### src/rtl/axi4_lite_pkg.sv
// Shared AXI4-Lite types: response codes and the master bridge state encoding.
package axi4_lite_pkg;

    typedef enum logic [1:0] {
        OKAY   = 2'b00,
        EXOKAY = 2'b01,
        SLVERR = 2'b10,
        DECERR = 2'b11
    } resp_t;

    typedef enum logic [2:0] {
        IDLE  = 3'd0,
        WRITE = 3'd1,
        WRESP = 3'd2,
        READ  = 3'd3,
        RDATA = 3'd4,
        RESP  = 3'd5
    } master_state_t;

endpackage

### src/rtl/axi4_lite_master_bridge.sv
// Single-outstanding bridge from a command/response stream to AXI4-Lite master channels.
// All AXI valids/readies decode straight from registered state, never from an incoming ready.
module axi4_lite_master_bridge
    import axi4_lite_pkg::*;
#(
    parameter int ADDRESS_SIZE = 32,
    parameter int DATA_SIZE    = 32
) (
    input  logic                      aclk,
    input  logic                      aresetn,
    input  logic                      cmd_valid,
    output logic                      cmd_ready,
    input  logic                      cmd_write,
    input  logic [ADDRESS_SIZE-1:0]   cmd_addr,
    input  logic [DATA_SIZE-1:0]      cmd_wdata,
    input  logic [DATA_SIZE/8-1:0]    cmd_wstrb,
    output logic                      rsp_valid,
    input  logic                      rsp_ready,
    output logic                      rsp_write,
    output logic [DATA_SIZE-1:0]      rsp_rdata,
    output logic [1:0]                rsp_resp,
    output logic [ADDRESS_SIZE-1:0]   m_axi_awaddr,
    output logic                      m_axi_awvalid,
    input  logic                      m_axi_awready,
    output logic [DATA_SIZE-1:0]      m_axi_wdata,
    output logic [DATA_SIZE/8-1:0]    m_axi_wstrb,
    output logic                      m_axi_wvalid,
    input  logic                      m_axi_wready,
    input  logic [1:0]                m_axi_bresp,
    input  logic                      m_axi_bvalid,
    output logic                      m_axi_bready,
    output logic [ADDRESS_SIZE-1:0]   m_axi_araddr,
    output logic                      m_axi_arvalid,
    input  logic                      m_axi_arready,
    input  logic [DATA_SIZE-1:0]      m_axi_rdata,
    input  logic [1:0]                m_axi_rresp,
    input  logic                      m_axi_rvalid,
    output logic                      m_axi_rready
);

    master_state_t               state_q, state_d;
    logic                        aw_done_q, aw_done_d;
    logic                        w_done_q, w_done_d;
    logic                        write_q, write_d;
    logic [ADDRESS_SIZE-1:0]     addr_q, addr_d;
    logic [DATA_SIZE-1:0]        wdata_q, wdata_d;
    logic [DATA_SIZE/8-1:0]      wstrb_q, wstrb_d;
    logic [DATA_SIZE-1:0]        rdata_q, rdata_d;
    resp_t                       resp_q, resp_d;

    always_ff @(posedge aclk or negedge aresetn) begin
        if (!aresetn) begin
            state_q   <= IDLE;
            aw_done_q <= 1'b0;
            w_done_q  <= 1'b0;
            write_q   <= 1'b0;
            addr_q    <= '0;
            wdata_q   <= '0;
            wstrb_q   <= '0;
            rdata_q   <= '0;
            resp_q    <= OKAY;
        end else begin
            state_q   <= state_d;
            aw_done_q <= aw_done_d;
            w_done_q  <= w_done_d;
            write_q   <= write_d;
            addr_q    <= addr_d;
            wdata_q   <= wdata_d;
            wstrb_q   <= wstrb_d;
            rdata_q   <= rdata_d;
            resp_q    <= resp_d;
        end
    end

    always_comb begin
        state_d   = state_q;
        aw_done_d = aw_done_q;
        w_done_d  = w_done_q;
        write_d   = write_q;
        addr_d    = addr_q;
        wdata_d   = wdata_q;
        wstrb_d   = wstrb_q;
        rdata_d   = rdata_q;
        resp_d    = resp_q;
        case (state_q)
            IDLE: begin
                if (cmd_valid) begin
                    write_d   = cmd_write;
                    addr_d    = cmd_addr;
                    wdata_d   = cmd_wdata;
                    wstrb_d   = cmd_wstrb;
                    aw_done_d = 1'b0;
                    w_done_d  = 1'b0;
                    state_d   = cmd_write ? WRITE : READ;
                end
            end
            WRITE: begin
                // AW and W complete independently, in either order or together
                aw_done_d = aw_done_q | m_axi_awready;
                w_done_d  = w_done_q | m_axi_wready;
                if (aw_done_d && w_done_d) begin
                    state_d = WRESP;
                end
            end
            WRESP: begin
                if (m_axi_bvalid) begin
                    resp_d  = resp_t'(m_axi_bresp);
                    rdata_d = '0;
                    state_d = RESP;
                end
            end
            READ: begin
                if (m_axi_arready) begin
                    state_d = RDATA;
                end
            end
            RDATA: begin
                if (m_axi_rvalid) begin
                    rdata_d = m_axi_rdata;
                    resp_d  = resp_t'(m_axi_rresp);
                    state_d = RESP;
                end
            end
            RESP: begin
                if (rsp_ready) begin
                    state_d = IDLE;
                end
            end
            default: state_d = IDLE;
        endcase
    end

    assign cmd_ready     = (state_q == IDLE);
    assign m_axi_awvalid = (state_q == WRITE) && !aw_done_q;
    assign m_axi_wvalid  = (state_q == WRITE) && !w_done_q;
    assign m_axi_bready  = (state_q == WRESP);
    assign m_axi_arvalid = (state_q == READ);
    assign m_axi_rready  = (state_q == RDATA);
    assign m_axi_awaddr  = addr_q;
    assign m_axi_araddr  = addr_q;
    assign m_axi_wdata   = wdata_q;
    assign m_axi_wstrb   = wstrb_q;
    assign rsp_valid     = (state_q == RESP);
    assign rsp_write     = write_q;
    assign rsp_rdata     = rdata_q;
    assign rsp_resp      = resp_q;

endmodule

### config.mk
export PLATFORM = sky130hd
export DESIGN_NAME = axi4_lite_master_bridge
export DESIGN_NICKNAME = d
export VERILOG_FILES = /design/src/rtl/axi4_lite_pkg.sv /design/src/rtl/axi4_lite_master_bridge.sv
export SDC_FILE = /design/constraint.sdc
export NUM_CORES = 1
export LEC_CHECK = 0
export CAP_MARGIN = 20
export CORE_MARGIN = 10
export CORE_UTILIZATION = 35
export CTS_CLUSTER_DIAMETER = 150
export DETAILED_ROUTE_END_ITERATION = 6
export PLACE_DENSITY = 0.79
export RECOVER_POWER = 50
export SETUP_SLACK_MARGIN = 0.5
export SYNTH_ARGS = -nofsm -noshare
export SYNTH_HDL_FRONTEND = slang
export SYNTH_SLANG_ARGS = --single-unit
export TNS_END_PERCENT = 5
### constraint.sdc
create_clock -name aclk -period 1.6 [get_ports aclk]
set_input_delay 0.32 -clock aclk [delete_from_list [all_inputs] [get_ports aclk]]
set_output_delay 0.32 -clock aclk [all_outputs]
set_load 0.005 [all_outputs]
==> results of run 1 <==
[placed cells by master (no fill, tap or decap), types with 4 or more instances in the layout]
cell               n
clkbuf_1          31
inv_1              4
buf_2            109
clkbuf_16         11
nand2_1            5
buf_4             16
mux2_2            36
nor2_1             6
a21oi_1            6
clkdlybuf4s50_1  112
buf_6             11
o21ai_0            4
dfrtp_1          106
mux2_4            34
a22o_1            32
[state kept, by name, summed over array words and instances, names as in the netlist]
signal        cells
w_done_q          1
rsp_write         1
m_axi_wstrb       4
m_axi_wdata      32
aw_done_q         1
m_axi_araddr     32
rsp_resp          2
state_q           3
rsp_rdata        32
[area by class of cell]
type	instances	area (sq um)
clock buffer	13	270
clock inverter	3	18.8
fill	1075	5650
inverter	4	15.0
multi-input combinational	145	1520
sequential	108	2710
tap	172	215
timing repair buffer	287	2170
[how the worst min path moves through the flow]
stage,from,to,slack [ps],cells past startpoint
global placement,aresetn,m_axi_araddr[28]$_DFFE_PN0P_,430,2
finish,aresetn,m_axi_araddr[19]$_DFFE_PN0P_,450,2
global route,rsp_resp[1]$_DFFE_PN0P_,rsp_resp[1]$_DFFE_PN0P_,510,2
detailed placement,aresetn,m_axi_araddr[19]$_DFFE_PN0P_,440,2
floorplan,aresetn,aw_done_q$_DFFE_PN0P_,20,0
CTS,aresetn,m_axi_araddr[19]$_DFFE_PN0P_,60,2
[power breakdown]
part / internal [uW] / total, uW / switching (uW) / leakage [uW]
logic: 3570 / 6050 / 2480 / 0.00179
clock network: 1190 / 2160 / 975 / 0.000146
registers: 4050 / 4850 / 803 / 0.00132
total: 8810 / 13100 / 4260 / 0.00325
[cells by family after synthesis]
kind of cell	after synthesis	share of synthesized area, %
flops	108	60.4
mux	72	18.9
buf+inv	54	9.00
compound gates	48	8.55
simple gates	24	3.19
[worst max-delay path, cell delays in order, from the launching register on]
cell and delay (ps):
dfrtp_2 440, buf_6 130, nor3_4 210, buf_6 130, and2_4 220, buf_6 180
mux2_2 340
[stage by stage]
stage | worst slack, ps | instance area, sq um | util, %
floorplan | 0.740 | 4480 | -
global placement | -118 | 7060 | 56.1
detailed placement | -157 | 7060 | 56.1
CTS | -166 | 6790 | 54.0
global route | -223 | 6920 | 55.0
finish | -163 | 6920 | 55.0
[routing by layer]
| metal | share of wire, % | vias to the layer above |
|---|---|---|
| met4 | 1.8 | 0 |
| met3 | 7.8 | 19 |
| met1 | 40 | 1692 |
| met2 | 51 | 155 |
| li1 | - | 1540 |
| met5 | 0 | - |
[what timing repair did]
| item | 4_1_cts | 5_1_grt |
|---|---|---|
| setup endpoints to repair | 250 | 250 |
| resized for setup | 572 | 46 |
| setup buffers | 9 | 0 |
| pin swaps | 6 | 31 |
| cloned | 0 | 4 |
| hold endpoints to repair | 0 | 0 |
==> run summary, run 1 <==
total power -> 13100 uW
num rows -> 41
initial core utilization -> 35.6%
cell with the most instances after synthesis -> dfrtp_1
ys flop type -> dfrtp_1
WHS -> 455 ps
reg-to-reg critical path endpoint -> m_axi_araddr[20]$_DFFE_PN0P_
depth of the CTS H-tree -> 3
vias in the first global route -> 3774
Synth Net Count -> 420
top cell type's share of synthesized area -> 60.4%
Post-Syn Area -> 0.00448 sq mm
Rel. slew slack -> 2.67%
met2 Use GR -> 27.6%
GR peak layer -> met2
area leader, netlist -> dfrtp_1
first-pass GRT wire length -> 22100 um
syn avg cell area -> 14.6 sq um
wirelength, routed -> 14700 um
DRC Markers -> 0
Hold Crit Class -> in -> async
top cells by area, synth -> dfrtp_1 (60%), mux2_2 (15%), buf_4 (6.4%)
DR vias -> 3406
Synth Instances -> 306
Port Buffers -> 255
CP Max Fanout -> 7
Critical Path Sink Type -> register
R2R Setup Slk -> -160 ps
Skew-Pair Late Insertion Delay -> 350 ps
Max Clk Rate -> 0.567 GHz
Req. time, crit path -> 1830 ps
Ys Warns -> 0
HPWL after detailed placement -> 10900 um
Critical Path End -> m_axi_araddr[20]$_DFFE_PN0P_
Fin Setup TNS -> -8180 ps
Worst IR Drop VDD -> 0.830 mV
RSZ-0062 raised after global routing -> yes
Placer Congestion -> 0.732
Critical Path AT -> 2000 ps
DIE HEIGHT -> 133 um
post-synthesis cell type count -> 26
Startpoint Class -> register
worst-margin pin slew -> 1460 ps
max_cap viols -> 0
clk_skew -> 5.85 ps
drt pass-1 iters -> 4
Final WS setup -> -163 ps
Setup violations, final -> 76
fin cells -> 732
vias per std cell -> 4.65
CTS tree -> done
Area growth syn-to-layout -> 54.5%
Leak -> 0.00325 uW
antenna violations before repair -> 0
failing checks -> setup timing
IO Count -> 256
Num CTS Buffers -> 9
top post-synthesis cells by count -> dfrtp_1 (108), mux2_2 (60), buf_4 (38)
cts hold-fix bufs -> 0
Worst-path clk slew -> 70 ps
met3 Use GR -> 6.39%
DR WL/cell -> 20.1 um
outcome -> finished with violations
Routed Antenna Nets -> 0
Reg2Reg Depth -> 6
layout cells sized above 1 -> 44.1%
CP Class -> reg -> reg
Final Hold Fails -> 0
pin count of the biggest net entering global routing -> 109
gr usage total -> 15.8%
die width -> 133 um
violation count after the first detailed-route iteration -> 155
post-synthesis sequential area ratio -> 60.4%
Yosys reg bits -> 108
clk sinks -> 108
CTS root buffer -> clkbuf_16
Worst setup startpoint -> state_q[1]$_DFFE_PN0P_
power density cells -> 1890 mW/mm^2
worst-case clock buffer depth -> 2
CORE AREA -> 0.0126 sq mm
fin crit period -> 1760 ps
area of the die -> 0.0177 sq mm
fin nets -> 669
diode count -> 0
RR Startpoint -> state_q[1]$_DFFE_PN0P_
EDFF count, synth -> 0
placed cells -> 703
M1 GR Usage -> 17.0%
period utilisation layout -> 110%
Max Slew Vio Count -> 0
gr ovfl total -> 0
Post-synth ARST share -> 100%
No activity file was read; power rests on OpenSTA's default activity.
==> inputs of run 2 (changes only) <==
- HOLD_SLACK_MARGIN: default -> 0.15
==> run summary, run 2 (synthesis gave the netlist of run 1 again) <==
outcome -> finished with violations
failing checks -> setup timing
hold path depth -> 2
fin nets -> 670
worst-case clock buffer depth -> 2
gr ovfl total -> 0
diode count -> 0
Max Slew Vio Count -> 0
die width -> 133 um
CTS root buffer -> clkbuf_16
Fin Setup TNS -> -8210 ps
drt pass-1 iters -> 4
Reg2Reg Depth -> 6
num rows -> 41
total power -> 13100 uW
Max Clk Rate -> 0.567 GHz
register area -> 0.00271 sq mm
Critical Path Sink Type -> register
first-pass GRT wire length -> 22100 um
Port Buffers -> 255
Hold Crit Class -> reg -> reg
clk sinks -> 108
clk_skew -> 6.08 ps
commonest non-fill, non-tap cell in the layout -> clkdlybuf4s50_1
max_cap viols -> 0
Routed Antenna Nets -> 0
Area growth syn-to-layout -> 54.9%
HPWL after detailed placement -> 10900 um
min-delay src -> rsp_resp[0]$_DFFE_PN0P_
CP Class -> reg -> reg
RSZ-0062 raised after global routing -> yes
Worst-path clk slew -> 70 ps
wirelength, routed -> 14700 um
CTS tree -> done
IO Count -> 256
Req. time, crit path -> 1830 ps
Multi-input gate area -> 0.00152 sq mm
gr usage total -> 15.8%
Num CTS Buffers -> 9
DRC Markers -> 0
DIE HEIGHT -> 133 um
Final Hold Fails -> 0
reg-to-reg critical path endpoint -> m_axi_araddr[20]$_DFFE_PN0P_
Worst IR Drop VDD -> 0.831 mV
fillers -> 1073
Critical Path AT -> 1990 ps
CP Max Fanout -> 7
Placer Congestion -> 0.732
depth of the CTS H-tree -> 3
fin util -> 55.2%
Final WS setup -> -163 ps
pin count of the biggest net entering global routing -> 109
vias per std cell -> 4.65
Skew-Pair Late Insertion Delay -> 340 ps
initial core utilization -> 35.6%
violation count after the first detailed-route iteration -> 150
Hold EP -> rsp_resp[0]$_DFFE_PN0P_
power density cells -> 1880 mW/mm^2
CORE AREA -> 0.0126 sq mm
Setup violations, final -> 76
worst-margin pin slew -> 981 ps
period utilisation layout -> 110%
DR WL/cell -> 20.1 um
layout cells sized above 1 -> 43.9%
commonest cells after routing, fill and taps aside -> clkdlybuf4s50_1 (112), buf_2 (109), dfrtp_1 (106)
R2R Setup Slk -> -160 ps
Rel. slew slack -> 34.6%
Startpoint Class -> register
fin crit period -> 1760 ps
vias in the first global route -> 3780
DR vias -> 3411
RR Startpoint -> state_q[1]$_DFFE_PN0P_
area of the die -> 0.0177 sq mm
Leak -> 0.00326 uW
antenna violations before repair -> 0
-- run 2: changes by cell type in the layout (fill, tap and decap cells not counted) --
cell and delta:
buf_6 +1, clkdlybuf4s25_1 +2, clkbuf_4 -2
-- run 2: how the worst max path moves through the flow --
stage,from,to,slack (ps),cells past startpoint
2_1_floorplan,state_q[1]$_DFFE_PN0P_,m_axi_wdata[21]$_DFFE_PN0P_,0.7,7
3_3_place_gp,cmd_valid,m_axi_araddr[17]$_DFFE_PN0P_,-120,4
3_5_place_dp,cmd_valid,m_axi_araddr[17]$_DFFE_PN0P_,-160,4
4_1_cts,state_q[2]$_DFFE_PN0P_,m_axi_araddr[17]$_DFFE_PN0P_,-170,6
5_1_grt,state_q[1]$_DFFE_PN0P_,m_axi_araddr[20]$_DFFE_PN0P_,-220,6
6_report,state_q[1]$_DFFE_PN0P_,m_axi_araddr[20]$_DFFE_PN0P_,-160,6
-- run 2: timing repair --
action	CTS	global route
endpoints found under the hold margin	108	0
resized for setup	572	49
setup buffers	9	0
setup endpoints to repair	250	323
hold buffers	1	0
gates cloned	0	4
pin swaps	6	31
-- run 2: layout make-up --
| type | count | area share, % |
|---|---|---|
| timing repair buffer | 288 | 31.5 |
| multi-input combinational | 145 | 22.0 |
| clock inverter | 3 | 0.271 |
| clock buffer | 13 | 3.90 |
| sequential | 108 | 39.0 |
| inverter | 4 | 0.217 |
| tap | 172 | 3.10 |
-- run 2: worst max-delay path, stage by stage (launching register included) --
cell,delay (ps)
dfrtp_2,440
buf_6,130
nor3_4,210
buf_6,130
and2_4,220
buf_6,180
mux2_2,340
-- run 2: layer usage --
layer  track usage, %  vias to the layer above  share of wire [%]
met5                0                        -                  0
met4             5.38                        0                1.7
met3             6.35                       17                7.6
met2             27.6                      152                 51
met1             17.0                     1700                 40
li1                 -                     1542                  -
-- run 2: power by group --
part	switching [uW]	total [uW]	leakage, uW	internal (uW)
clock	967	2150	0.000146	1190
combinational	2480	6050	0.00179	3570
sequential	802	4850	0.00132	4050
total	4250	13100	0.00326	8810
-- run 2: through the flow --
stage	area, sq um	hold slack (ps)	setup WS [ps]	std cells
2_1_floorplan	4480	24.4	0.740	306
6_report	6930	491	-163	733
3_5_place_dp	7060	445	-157	703
4_1_cts	6800	493	-166	729
5_1_grt	6930	510	-223	733
3_3_place_gp	7060	433	-118	703
